### config.mk
export PLATFORM = sky130hd
export DESIGN_NAME = digit_serial_adder
export DESIGN_NICKNAME = d
export VERILOG_FILES = /design/src/rtl/digit_serial_adder.sv
export SDC_FILE = /design/constraint.sdc
export NUM_CORES = 1
export LEC_CHECK = 0
export BUFFER_PORTS_ARGS = -buffer_cell sky130_fd_sc_hd__buf_2
export CORE_ASPECT_RATIO = 0.9
export CORE_MARGIN = 3
export CORE_UTILIZATION = 39
export CTS_BUF_LIST = sky130_fd_sc_hd__clkbuf_2 sky130_fd_sc_hd__clkbuf_4 sky130_fd_sc_hd__clkbuf_8
export DETAILED_ROUTE_END_ITERATION = 8
export GPL_ROUTABILITY_DRIVEN = 1
export GPL_TIMING_DRIVEN = 1
export PLACE_DENSITY = 0.65
export SLEW_MARGIN = 20
export SYNTH_ARGS = -nofsm -noshare
export SYNTH_HDL_FRONTEND = slang
export SYNTH_SLANG_ARGS = --single-unit
### constraint.sdc
create_clock -name Clk -period 1.92 [get_ports Clk]
set_input_delay 0.096 -clock Clk [delete_from_list [all_inputs] [get_ports Clk]]
set_output_delay 0.096 -clock Clk [all_outputs]
set_load 0.1 [all_outputs]
### src/rtl/digit_serial_adder.sv
// ============================================================================
// Module   : digit_serial_adder
// Brief    : Digit-serial adder/subtractor. It computes DIGIT bits per clock
//            through a ripple slice and keeps the carry in a register
//            between slices. Valid/ready handshakes on input and output.
// Revision : 1.0 - initial release
// ============================================================================
`default_nettype none

module digit_serial_adder #(
    parameter int WIDTH = 16,
    parameter int DIGIT = 4
) (
    input  logic             Clk,
    input  logic             Reset_n,
    input  logic             in_valid,
    output logic             in_ready,
    input  logic [WIDTH-1:0] A,
    input  logic [WIDTH-1:0] B,
    input  logic             cin,
    input  logic             sub,
    output logic             out_valid,
    input  logic             out_ready,
    output logic [WIDTH-1:0] S,
    output logic             cout,
    output logic             ovf
);

    localparam int C_N     = WIDTH / DIGIT;
    localparam int C_CNT_W = (C_N > 1) ? $clog2(C_N) : 1;
    localparam logic [C_CNT_W-1:0] C_LAST = C_CNT_W'(C_N - 1);

    localparam logic [1:0] C_ST_IDLE = 2'd0;
    localparam logic [1:0] C_ST_RUN  = 2'd1;
    localparam logic [1:0] C_ST_DONE = 2'd2;

    generate
        if ((DIGIT < 1) || (WIDTH % DIGIT != 0)) begin : g_bad_digit
            $error("digit_serial_adder: WIDTH must be a non-zero multiple of DIGIT");
        end
    endgenerate

    logic [1:0]         r_state;
    logic [WIDTH-1:0]   r_a;
    logic [WIDTH-1:0]   r_b;
    logic               r_carry;
    logic [C_CNT_W-1:0] r_cnt;
    logic [WIDTH-1:0]   r_s;
    logic               r_cout;
    logic               r_ovf;

    logic [DIGIT:0]     w_sum;
    logic               w_c_msb;
    logic [WIDTH-1:0]   w_res_next;
    logic               w_last;

    assign w_sum   = {1'b0, r_a[DIGIT-1:0]} + {1'b0, r_b[DIGIT-1:0]}
                   + {{DIGIT{1'b0}}, r_carry};
    // Carry into the slice MSB, recovered from the MSB sum bit.
    assign w_c_msb = r_a[DIGIT-1] ^ r_b[DIGIT-1] ^ w_sum[DIGIT-1];
    assign w_last  = (r_cnt == C_LAST);

    // Partial results fill from the MSB end, so the last digit completes the word.
    generate
        if (C_N == 1) begin : g_single
            assign w_res_next = w_sum[DIGIT-1:0];
        end else begin : g_multi
            logic [WIDTH-1:0] r_res;

            always_ff @(posedge Clk or negedge Reset_n) begin
                if (!Reset_n) begin
                    r_res <= '0;
                end else if (r_state == C_ST_RUN) begin
                    r_res <= w_res_next;
                end
            end

            assign w_res_next = {w_sum[DIGIT-1:0], r_res[WIDTH-1:DIGIT]};
        end
    endgenerate

    always_ff @(posedge Clk or negedge Reset_n) begin
        if (!Reset_n) begin
            r_state <= C_ST_IDLE;
            r_a     <= '0;
            r_b     <= '0;
            r_carry <= 1'b0;
            r_cnt   <= '0;
            r_s     <= '0;
            r_cout  <= 1'b0;
            r_ovf   <= 1'b0;
        end else begin
            case (r_state)
                C_ST_IDLE: begin
                    if (in_valid) begin
                        r_a     <= A;
                        r_b     <= sub ? ~B : B;
                        r_carry <= sub ? 1'b1 : cin;
                        r_cnt   <= '0;
                        r_state <= C_ST_RUN;
                    end
                end
                C_ST_RUN: begin
                    r_a     <= r_a >> DIGIT;
                    r_b     <= r_b >> DIGIT;
                    r_carry <= w_sum[DIGIT];
                    r_cnt   <= r_cnt + 1'b1;
                    if (w_last) begin
                        r_s     <= w_res_next;
                        r_cout  <= w_sum[DIGIT];
                        r_ovf   <= w_c_msb ^ w_sum[DIGIT];
                        r_state <= C_ST_DONE;
                    end
                end
                C_ST_DONE: begin
                    if (out_ready) begin
                        r_state <= C_ST_IDLE;
                    end
                end
                default: r_state <= C_ST_IDLE;
            endcase
        end
    end

    assign in_ready  = (r_state == C_ST_IDLE);
    assign out_valid = (r_state == C_ST_DONE);
    assign S         = r_s;
    assign cout      = r_cout;
    assign ovf       = r_ovf;

endmodule

`default_nettype wire

==> flow_metrics.py <==
metrics = {
    "floorplan": {
        "core_region_area_mm2": 0.007330,
        "die_h_um": 89.90,
        "rows": 29,
        "start_util": 0.4162,
        "io_pins": 58,
        "die_area_mm2": 0.008920,
        "die_x_um": 99.23,
    },
    "routing": {
        "drc_errors": 0,
        "viasPerCell": 4.929,
        "post_drt_wl_per_cell_um": 14.34,
        "num_vias": 2159,
        "drtPass1Iterations": 4,
        "drt_wl_total_um": 6281,
        "first_iter_violations": 81,
        "ant_nets": 0,
    },
    "timing": {
        "fmax_mhz": 569.7,
        "worst_pin_slew_ps": 772.6,
        "min_period_over_period": 0.9143,
        "hold_viol": 0,
        "max_slew_margin": 0.4849,
        "period_minus_slack_ps": 1755,
        "setup-tns-final_ps": 0,
        "clock-skew-final_ps": 9.042,
        "hold_ws_ps": 56.50,
        "worst_slack_ps": 164.6,
        "slew_violations": 0,
        "rsz0062_at_grt": "false",
        "setup_viol": 0,
    },
    "yosys": {
        "synthTopCellsByArea": "dfrtp_1 (55%), nand2_1 (5.8%), mux2_4 (4.4%)",
        "yosys-mux-area-fraction": 0.05906,
        "yosys.cell_types.count": 31,
        "ys_seq_area_frac": 0.5496,
        "synth_compound_area_frac": 0.1563,
        "yosysTopAreaCellShare": 0.5496,
        "synth_edf_count": 0,
        "synth_top_family_by_area": "compound AO/OA/AOI/OAI gates",
        "ys_warn_count": 0,
        "netlist_instances": 276,
        "synthesis.nets": 320,
        "synthSimpleGateAreaFrac": 0.1107,
        "synthesis.area_mm2": 0.003050,
        "ys_ff_latch": 67,
        "synth_fa_ha_area_frac": 0.02953,
        "ys.flop_type": "dfrtp_1",
        "syn_avg_cell_area_um2": 11.05,
        "yosys.area.top_type": "dfrtp_1",
        "synth_xor_area_frac": 0.05455,
        "async_reset_ff_frac": 1.000,
    },
    "global_route": {
        "grtUsageMet1": 0.1936,
        "grt_util_met2": 0.2383,
        "grt_max_degree": 68,
        "grt_remaining_overflow": 0,
        "met3_usage": 0.05650,
        "grt_pass1_wl_um": 10800,
        "grt.total_usage": 0.1515,
        "top_usage_layer": "met2",
        "first_global_vias": 2207,
        "antenna_found_initial": 0,
    },
    "clocking": {
        "cts_tree": "done",
        "htreeDepth": 3,
        "clock_path_buffers": 2,
        "root_buffer": "clkbuf_8",
        "clk_latency_ps": 340,
        "cts_hold_buf": 6,
        "path_clk_slew_ps": 70,
        "post_cts_buffers": 0,
        "cts_resized": 0,
        "cts.sinks": 67,
        "numCtsBuffers": 9,
    },
    "placed_design": {
        "io_buffers": 57,
        "pre_cts_slack_ps": 172.0,
        "dp.final_hpwl_um": 4351,
        "gp_congestion": 0.8010,
    },
    "min_path": {
        "hold_path_class": "input port to flop",
    },
    "setup_path": {
        "critPathKind": "flop to flop",
        "crit_fanout": 3,
        "cp.arrival_ps": 2000,
        "worst_ep_required_time_ps": 2160,
        "startpoint_type": "flop",
        "worstSetupEndpointType": "flop",
    },
    "layout": {
        "drive_above_1_share": 0.2841,
        "n_antenna_cell": 0,
        "area_delta_synth_final_pct": 21.78,
        "nNetsFinal": 385,
    },
    "power_and_ir_drop": {
        "total_power_mw": 7.494,
        "vdd_drop_max_v": 0.0006890,
        "p_per_area_mw_per_mm2": 2017,
        "power.leakage_nw": 1.813,
    },
    "run": {
        "drv_cap": 0,
    },
    "status": {
        "status": "complete, no violations",
    },
}
==> layout by cell type, fill, tap and decap left out <==
master and count:
nor3b_1 1, dlygate4sd3_1 6, buf_4 9, nand2b_1 3, or2_1 1, o2bb2ai_1 1
a22oi_1 12, dfrtp_1 67, nor2_1 6, clkbuf_4 2, nand2_2 1, a22o_1 9
o21ai_0 18, mux2_4 9, mux2_2 4, o22ai_1 1, nor2b_2 1, xor2_1 6
fa_1 2, a21oi_1 15, bufinv_16 1, nor2b_1 14, ha_1 4, o21ai_1 3
clkinv_2 1, inv_1 5, xnor2_1 13, o22a_1 11, nand2_1 47, buf_2 56
nor2_2 1, a221oi_1 1, buf_12 2, a21o_1 1, clkbuf_8 11
==> where the power goes <==
part / switching [mW] / leakage, nW / internal (mW) / total (mW)
clock network: 0.500 / 0.106 / 0.691 / 1.19
registers: 0.384 / 0.838 / 2.06 / 2.44
logic: 2.63 / 0.869 / 1.24 / 3.86
==> cell families after synthesis <==
logic type      Yosys count
fa+ha+maj                 6
simple gates             75
xor+xnor                 19
buf+inv                  24
mux                      13
compound gates           72
flops                    67
==> stage by stage <==
| step | util | area (um2) | instances |
|---|---|---|---|
| CTS | 0.5068 | 3715 | 438 |
| global placement | 0.4712 | 3453 | 417 |
| global route | 0.5068 | 3715 | 438 |
| finish | 0.5068 | 3715 | 438 |
| detailed placement | 0.4712 | 3453 | 417 |
| floorplan | - | 3053 | 276 |
==> synth_stat cells, types with 5 or more instances <==
cell / count
nand2_1: 47
o22a_1: 11
o21ai_0: 18
inv_1: 5
dfrtp_1: 67
a22oi_1: 12
a21oi_1: 15
buf_2: 11
nor2b_1: 14
nor2_1: 7
mux2_4: 9
xor2_1: 6
a22o_1: 9
xnor2_1: 13
==> worst max-delay path, stage by stage, from the launching register on <==
cell	delay, ps
dfrtp_1	380
fa_1	200
inv_1	50
fa_1	410
nand2b_1	160
o2bb2ai_1	170
a221oi_1	290
==> area by class of cell <==
class | count | area [um2]
fillers | 696 | 3615
repair buffers | 73 | 447.9
clock buffers | 13 | 166.4
well taps | 93 | 116.4
inverters | 5 | 18.77
flip-flops and latches | 67 | 1677
clock inverters | 2 | 35.03
multi-input cells | 185 | 1254
==> per-layer routing <==
layer | share of wire | routed length (um)
met2 | 0.46 | 2916
met5 | 0 | 0
met4 | 0.011 | 66
met1 | 0.47 | 2926
met3 | 0.059 | 371
==> worst paths after layout <==
| check | startpoint | to | slack [ps] | cells after the start |
|---|---|---|---|---|
| setup / recovery | r_a[0] | r_carry | 160 | 6 |
| hold / removal | A[9] | r_a[9] | 60 | 3 |
| setup reg to reg | r_a[0] | r_carry | 160 | 6 |
| hold reg to reg | g_multi.r_res[6] | g_multi.r_res[6] | 480 | 2 |
| max in group asynchronous | Reset_n | r_a[10] | 1330 | 3 |
| min in group asynchronous | Reset_n | S[1] | 300 | 3 |
==> state kept, by name, summed over array words and instances (netlist names) <==
register and count:
r_b 16, ovf 1, g_multi.r_res 12, S 16, r_carry 1, r_state 2
r_cnt 2, cout 1, r_a 16
Power figures use the tool's default switching activity.
